--- src/rtl/if_pkg.sv ---
// Shared fetch front-end types: instruction width, PC increment and fetch FSM states.
// Pure declarations; no timing or flow control of its own.
package if_pkg;
  localparam int INST_W  = 32;
  localparam int PC_STEP = 4;

  typedef enum logic [1:0] {
    IDLE = 2'd0,
    WAIT = 2'd1,
    DROP = 2'd2
  } fetch_state_t;
endpackage

--- src/rtl/fetch_fifo.sv ---
// Synchronous FIFO of fetched {pc, inst} entries; a push is visible at the head one cycle later.
// The writer must hold off when full (caller tracks credit); flush empties it and voids push/pop.
module fetch_fifo #(
  parameter int DEPTH = 4,
  parameter int WIDTH = 64,
  parameter int CNT_W = $clog2(DEPTH) + 1
) (
  input  logic             clk,
  input  logic             rstn,
  input  logic             push,
  input  logic             pop,
  input  logic             flush,
  input  logic [WIDTH-1:0] wdata,
  output logic [WIDTH-1:0] rdata,
  output logic             valid,
  output logic [CNT_W-1:0] count
);
  localparam int PW = $clog2(DEPTH);

  logic [WIDTH-1:0] mem [DEPTH];
  logic [PW-1:0]    wr_ptr;
  logic [PW-1:0]    rd_ptr;
  logic             do_push;
  logic             do_pop;

  assign valid   = (count != '0);
  assign do_push = push && !flush;
  assign do_pop  = pop && !flush && valid;
  // Head is forced to zero when empty so stale entries never leak onto the output.
  assign rdata   = valid ? mem[rd_ptr] : '0;

  always_ff @(posedge clk or negedge rstn) begin
    if (!rstn) begin
      wr_ptr <= '0;
      rd_ptr <= '0;
      count  <= '0;
    end else if (flush) begin
      wr_ptr <= '0;
      rd_ptr <= '0;
      count  <= '0;
    end else begin
      if (do_push) wr_ptr <= wr_ptr + PW'(1);
      if (do_pop)  rd_ptr <= rd_ptr + PW'(1);
      if (do_push && !do_pop)      count <= count + CNT_W'(1);
      else if (!do_push && do_pop) count <= count - CNT_W'(1);
    end
  end

  always_ff @(posedge clk) begin
    if (do_push) mem[wr_ptr] <= wdata;
  end

  always_ff @(posedge clk) begin
    if (rstn && do_push && !do_pop) assert (count < CNT_W'(DEPTH));
  end
endmodule

--- src/rtl/if_fetch_queue.sv ---
// Instruction fetch front end: sequential PCs, one outstanding imem request, queued {pc, inst} to decode.
// Head valid one cycle after the response; requests stop when queue plus in-flight would exceed DEPTH.
module if_fetch_queue import if_pkg::*; #(
  parameter int                ADDR_W   = 32,
  parameter int                DEPTH    = 4,
  parameter logic [ADDR_W-1:0] RESET_PC = '0
) (
  input  logic              clk,
  input  logic              rstn,
  input  logic              redirect,
  input  logic [ADDR_W-1:0] redirect_pc,
  output logic              imem_req,
  output logic [ADDR_W-1:0] imem_addr,
  input  logic              imem_gnt,
  input  logic              imem_rvalid,
  input  logic [INST_W-1:0] imem_rdata,
  output logic              out_valid,
  output logic [ADDR_W-1:0] out_pc,
  output logic [INST_W-1:0] out_inst,
  input  logic              out_ready
);
  localparam int CNT_W = $clog2(DEPTH) + 1;

  fetch_state_t             state;
  logic                     run;
  logic [ADDR_W-1:0]        pc;
  logic [ADDR_W-1:0]        req_pc;
  logic [CNT_W-1:0]         count;
  logic [CNT_W:0]           in_use;
  logic                     credit_ok;
  logic                     grant;
  logic                     push;
  logic                     pop;
  logic [ADDR_W+INST_W-1:0] head;

  // An outstanding request already owns a queue slot, so it counts against credit.
  assign in_use    = {1'b0, count} + {{CNT_W{1'b0}}, (state != IDLE)};
  assign credit_ok = in_use < (CNT_W + 1)'(DEPTH);
  assign imem_req  = run && (state == IDLE) && credit_ok && !redirect;
  assign imem_addr = pc;
  assign grant     = imem_req && imem_gnt;
  assign push      = (state == WAIT) && imem_rvalid && !redirect;
  assign pop       = out_valid && out_ready && !redirect;
  assign {out_pc, out_inst} = head;

  always_ff @(posedge clk or negedge rstn) begin
    if (!rstn) begin
      pc     <= RESET_PC;
      req_pc <= RESET_PC;
      state  <= IDLE;
      run    <= 1'b0;
    end else begin
      run <= 1'b1;
      if (redirect) begin
        pc <= redirect_pc & ~ADDR_W'(3);
        // A response still owed to the old stream must be swallowed when it arrives.
        if (state != IDLE) state <= imem_rvalid ? IDLE : DROP;
      end else begin
        case (state)
          IDLE: begin
            if (grant) begin
              req_pc <= pc;
              pc     <= pc + ADDR_W'(PC_STEP);
              state  <= WAIT;
            end
          end
          WAIT, DROP: begin
            if (imem_rvalid) state <= IDLE;
          end
          default: state <= IDLE;
        endcase
      end
    end
  end

  fetch_fifo #(
    .DEPTH (DEPTH),
    .WIDTH (ADDR_W + INST_W),
    .CNT_W (CNT_W)
  ) u_fifo (
    .clk   (clk),
    .rstn  (rstn),
    .push  (push),
    .pop   (pop),
    .flush (redirect),
    .wdata ({req_pc, imem_rdata}),
    .rdata (head),
    .valid (out_valid),
    .count (count)
  );
endmodule

--- config.mk ---
export PLATFORM = sky130hd
export DESIGN_NAME = if_fetch_queue
export DESIGN_NICKNAME = d
export VERILOG_FILES = /design/src/rtl/if_pkg.sv /design/src/rtl/fetch_fifo.sv /design/src/rtl/if_fetch_queue.sv
export SDC_FILE = /design/constraint.sdc
export NUM_CORES = 1
export LEC_CHECK = 0
export ABC_AREA = 1
export CORE_MARGIN = 8
export CORE_UTILIZATION = 30
export DETAILED_ROUTE_END_ITERATION = 10
export HOLD_SLACK_MARGIN = 0.02
export SETUP_SLACK_MARGIN = 0.4
export SLEW_MARGIN = 20
export SYNTH_ARGS = -nofsm -noshare
export SYNTH_HDL_FRONTEND = slang
export SYNTH_HIERARCHICAL = 1
export SYNTH_SLANG_ARGS = --single-unit
--- constraint.sdc ---
create_clock -name clk -period 11.69 [get_ports clk]
set_input_delay 1.169 -clock clk [delete_from_list [all_inputs] [get_ports clk]]
set_output_delay 1.169 -clock clk [all_outputs]
set_load 0.02 [all_outputs]
# After elaboration in Yosys (flattened, before gate mapping)
# Memories as Yosys holds them, arrays and structs flattened.
# Index checks and enable logic that the tools add are counted.
[word_totals] regBits=74 latch_bits=0 ram_bits=256 mem_bits_ro=0 inputBits=70 output_inout_bits=98 elab_cells=68 mem_count=1
[memory_table] name="u_fifo.mem" depth=4 word_bits=64 rd=1 rd_clocked_by_memory_dff=0 wr=1 line="fetch_fifo.sv:20" text="logic [WIDTH-1:0] mem [DEPTH];"
[classes] n_addsub=6 mul=0 div=0 n_lt_le_gt_ge=1 n_eq_ne=5 shift=0 mux=19 bitwise_logic=1 n_reduce_logical=28
[ops] op="32-bit 2-to-1 mux" n=3
[ops] op="64-bit 2-to-1 mux" n=1
[ops] op="32-bit by 3-bit adder with 32-bit output, second input constant" n=1
[ops] op="2-bit 2-to-1 mux" n=9
[ops] op="1-bit logical AND" n=13
[ops] op="2-bit nonzero test" n=5
[ops] op="3-bit 2-to-1 mux" n=3
[ops] op="3-bit != test, second input constant" n=2
[ops] op="3-bit AND reduction" n=2
[ops] op="3-bit nonzero test" n=2
[ops] op="2-bit by 1-bit adder with 2-bit output, second input constant" n=2
[ops] op="3-bit by 1-bit adder with 4-bit output" n=1
[ops] op="4-bit by 3-bit < comparator with 1-bit output, second input constant" n=1
[ops] op="2-bit case mux with 2 select lines" n=1
[ops] op="3-bit by 1-bit adder with 3-bit output, second input constant" n=1
[ops] op="1-bit logical NOT" n=3
[ops] op="3-bit by 1-bit subtractor with 3-bit output, second input constant" n=1
[ops] op="2-bit by 1-bit equality test with 1-bit output, second input constant" n=1
[ops] op="2-bit equality test, second input constant" n=1
[ops] op="2-bit logical NOT" n=1
[ops] op="1-bit 2-to-1 mux" n=2
[ops] op="2-bit by 1-bit != test with 1-bit output, second input constant" n=1
[ops] op="2-bit AND reduction" n=1
[ops] op="2-bit OR reduction" n=1
[ops] op="1-bit NOT" n=1

# Logic depth before layout (Yosys ltp)
[depth] ltp_word=9 mapped_depth=16 mapped_depth_nobuf=16

# Hierarchy
# Netlist, hierarchy kept.
[by_module_without_submodules] module="fetch_fifo" instances=1 cells_each=817 area_each_um2=10420.0 seq_area_each_um2=7862.5
[by_module_without_submodules] module="if_fetch_queue" instances=1 cells_each=515 area_each_um2=3593.4 seq_area_each_um2=1576.5

# Worst setup path before layout
# No wires, ideal clock.
[synth_timing] path_type="in2reg" start="input port redirect" end="memory u_fifo.mem[0][0], enable pin" setup_ns=0.486 arrival_time_ns=4.525 required_ns=11.204 slack_ns=6.678 cell_stages=5 n_path_buf=2 path_cell_list="buf_2 -> clkbuf_1 -> nor2_1 -> nand2_4 -> nor2_1"
[synth_via] elab_chain_cells=5
[synth_lines] element="start: declaration" line="if_fetch_queue.sv:10" text="input logic redirect,"
[synth_lines] element="1-bit logical NOT" line="if_fetch_queue.sv:42" text="assign push = (state == WAIT) && imem_rvalid && !redirect;"
[synth_lines] element="1-bit logical AND" line="if_fetch_queue.sv:42"
[synth_lines] element="via push" line="if_fetch_queue.sv:32" text="logic push;"
[synth_lines] element="1-bit logical AND" line="fetch_fifo.sv:27" text="assign do_push = push && !flush;"
[synth_lines] element="1-bit 2-to-1 mux" line="fetch_fifo.sv:50" text="if (do_push) mem[wr_ptr] <= wdata;"
[synth_lines] element="1-bit 2-to-1 mux (implied by the code)" line="fetch_fifo.sv:50"
[synth_lines] element="end: declaration" line="fetch_fifo.sv:20"
# The timed path passes the listed nets, and every way through them passes these cells.

# Worst setup path after layout
[layout_timing] start="register u_fifo.rd_ptr[1]" end="output port out_pc[18]"
[layout_via] elab_chain_cells=2
[layout_lines] element="start: declaration" line="fetch_fifo.sv:22" text="logic [PW-1:0] rd_ptr;"
[layout_lines] element="start signal: assignment" line="fetch_fifo.sv:43" text="if (do_pop) rd_ptr <= rd_ptr + PW'(1);"
[layout_lines] element="memory read 4 x 64 bit"
[layout_lines] element="64-bit 2-to-1 mux" line="fetch_fifo.sv:30" text="assign rdata = valid ? mem[rd_ptr] : '0;"
[layout_lines] element="end: declaration" line="if_fetch_queue.sv:18" text="output logic [ADDR_W-1:0] out_pc,"
# No other way between the ends.

==> results by group <==
Final layout
  • Filler instances: 4550
  • Multi-input logic area: 0.00397 mm²
  • Fin area: 0.0173 mm²
  • FF+latch area: 0.00944 mm²
  • Commonest non-fill, non-tap cell in the layout: nor2_1
  • Nets: 1565
  • Most frequent cells in the layout: nor2_1 (310), edfxtp_1 (256), nand2_1 (228)
  • Area Overhead vs Synth: 23.6%
  • Share of cells above drive strength 1: 6.86%
  • # diodes: 0

Clocking
  • TritonCTS clock tree: built
  • Clk slew on worst S/H paths: 0.06 ns
  • CTS Hold Bufs: 0
  • Maximum clock insertion buffer count: 3
  • Postcts setup bufs: 0
  • Clock sinks: 326
  • Post-CTS sizing: 0
  • Clock Tree Root: clkbuf_16
  • Cts bufs inserted: 36
  • Worst-Skew Late Latency: 0.54 ns
  • # H-tree levels: 2

Global route
  • Antenna violations before repair: 0
  • First-pass GRT wire length: 55.5 mm
  • Total grt overflow: 0
  • Pin count of the biggest net entering global routing: 71
  • GRT Util Overall: 13.2%
  • Number of global-route vias before repair: 9628

Drt
  • WL/cell: 17.0 µm
  • DRC Markers: 0
  • Vias per inst: 4.62
  • ANT nets after route: 0
  • Initial DRC count: 624
  • Via count: 9813
  • DR pass1 iterations: 5
  • Post-Route WL: 36.1 mm

Power and ir drop
  • Seq pwr share: 50.2%
  • NetSw: 0.786 mW
  • Maximum resistive drop on vdd: 0.0926 mV
  • Final Power: 2.99 mW
  • Leak: 6.32 nW
  • Switching share of total power: 26.2%
  • Power density over the cells: 173 mW/mm²
  • Combinational Power Share: 12.4%
  • Clock power frac: 37.3%
  • Internal: 2.21 mW

Timing
  • Max Clk Rate: 199 MHz
  • Final hold vios: 0
  • Worst slew pin tran: 1.08 ns
  • Setup TNS: 0 ns
  • Setup violations, final: 0
  • Final period util: 43.1%
  • Max transition margin: 28.0%
  • RSZ-0062 raised after global routing: no
  • Minimum clock period: 5.04 ns
  • Clock skew: 0.0117 ns
  • Slew Limit Fails: 0

Setup path
  • WP buf/inv: 4
  • Worst Path Max Fanout: 66
  • WP data arrival: 3.87 ns
  • Cell Chain, Critical Path: buf_4 -> inv_2 -> buf_4 -> nor2_1 -> o21ai_1 -> a21oi_1 -> clkdlybuf4s50_1
  • R2r setup slk: 9.24 ns
  • Setup CP Type: register to output port
  • Most frequent CP cell: buf_4
  • Critical path startpoint category: register
  • CP max-delay cell: buf_4
  • Worst EP required: 10.52 ns
  • Worst path top cell family by delay: buffers and inverters
  • CP peak stage delay: 0.69 ns
  • Crit end category: output port

Synthesis
  • Sequential area share after synthesis: 67.4%
  • Distinct cells, synth: 39
  • Syn Std Cell Area: 0.0140 mm²
  • Synth warn: 6
  • Post-synth top area share: 54.9%
  • Post-Syn Instances: 1332
  • Flops & latches, synth: 326
  • Area contributors post-synth: edfxtp_1 (55%), dfrtp_1 (13%), nor2_1 (8.4%)
  • Most area-hungry cell type in the Yosys netlist: edfxtp_1
  • Avg Cell Area, Syn: 10.5 µm²

Outcome
  • Status: finished, final reports clean

Flow run
  • Max-cap viol count: 0

Floorplan
  • Cell row count: 79
  • DIE AREA: 0.0539 mm²
  • Core ar.: 0.0464 mm²
  • Chip width: 232 µm
  • Num ports: 168
  • Die height: 232 µm
  • Initial Util: 30.2%

Placed design
  • GPL Wtd Cong: 0.855
  • Buffers on Ports: 163
  • Dpl cell area: 0.0161 mm²
  • Hpwl dp: 21.5 mm

Hold path
  • Hold WC Path Type: register to register
worst paths after layout:
| kind | start | to | cells after the start |
|---|---|---|---|
| max in group asynchronous | rstn | u_fifo/rd_ptr[0] | 2 |
| setup reg to reg | state[0] | state[0] | 9 |
| hold reg to reg | state[1] | state[1] | 2 |
| hold / removal | state[1] | state[1] | 2 |
| min in group asynchronous | rstn | imem_addr[12] | 2 |
| setup / recovery | u_fifo/rd_ptr[1] | out_pc[18] | 7 |
cell families (layout without fill, tap and decap cells):
family / after synthesis / in the layout / synth area share, %
and+or+nand+nor: 607 / 607 / 17.5
buffers and inverters: 134 / 308 / 4.75
other: 2 / 11 / 0.0536
DFF: 326 / 326 / 67.4
xor gates and xnor gates: 9 / 9 / 0.563
adders and majority gates: 8 / 8 / 0.768
AOI/OAI and AO/OA: 246 / 246 / 9.04
registers in the layout (all words and copies together), names as in the netlist:
| signal | count |
|---|---|
| u_fifo/wr_ptr | 2 |
| state | 2 |
| req_pc | 30 |
| u_fifo/rd_ptr | 2 |
| run | 1 |
| u_fifo/mem | 256 |
| imem_addr | 30 |
| u_fifo/count | 3 |
metrics by stage:
step	hold WS, ns	setup slack (ns)	util, %	std cells
6_report	0.499	6.65	37.4	2122
5_1_grt	0.518	6.36	37.4	2122
4_1_cts	0.507	6.49	37.4	2122
3_5_place_dp	0.493	7.11	34.8	2056
3_3_place_gp	0.458	7.17	34.8	2056
2_1_floorplan	0.442	6.68	-	1341
cells in the mapped netlist:
cell type and number:
nor2_1 314, edfxtp_1 256, nand2_1 228, o21ai_0 110
dfrtp_1 70, a21oi_1 64, inv_1 60, o21ai_1 58
nand3_1 32, buf_2 29, buf_6 11, clkbuf_2 11
clkbuf_1 9, nand4_1 9, nor2_2 8, ha_1 7
inv_2 7, o211ai_1 7, xor2_1 7, buf_4 5
nand2_2 4, nor2_4 4, conb_1 2, nand2_4 2
nand3_2 2, o21bai_1 2, xnor2_1 2, a21oi_2 1
a22o_1 1, a22oi_1 1, a31oi_1 1, and2_1 1
buf_1 1, buf_8 1, fa_1 1, nand3_4 1
nor3_1 1, o22ai_1 1, or2_2 1
cell type report:
class                           count  share of cell area, %
Inverter                           67                   1.47
Clock inverter                     21                   1.08
Clock buffer                       45                   5.69
Timing Repair Buffer              175                   9.91
Multi-Input combinational cell    881                   22.9
Tap cell                          607                   4.38
Sequential cell                   326                   54.5
power groups by stage:
stage	Sequential, mW	Combinational [mW]	Clock, mW
after floorplan	1.50	0.196	0
after global placement	1.52	0.373	0
after detailed placement	1.53	0.378	0
after CTS	1.50	0.380	1.16
after global routing	1.52	0.417	1.20
final	1.50	0.373	1.12
worst reg2reg max path, cell delays in order, from the launching register on:
cell and delay (ns):
dfrtp_1 0.37, inv_1 0.05, ha_1 0.19, inv_1 0.12, nor2_4 0.05, nand3_4 0.06, buf_4 0.49, inv_2 0.47
o21ai_0 0.38, o21ai_0 0.12
layer usage:
metal  GRT usage, %  vias up  wire, µm
met4           4.21        0       868
met2           21.0      245     16500
li1               -     4790         -
met1           17.4     4725     16600
met3           3.66       53      2200
met5              0        -         0
(Power assumes the default switching activity.)
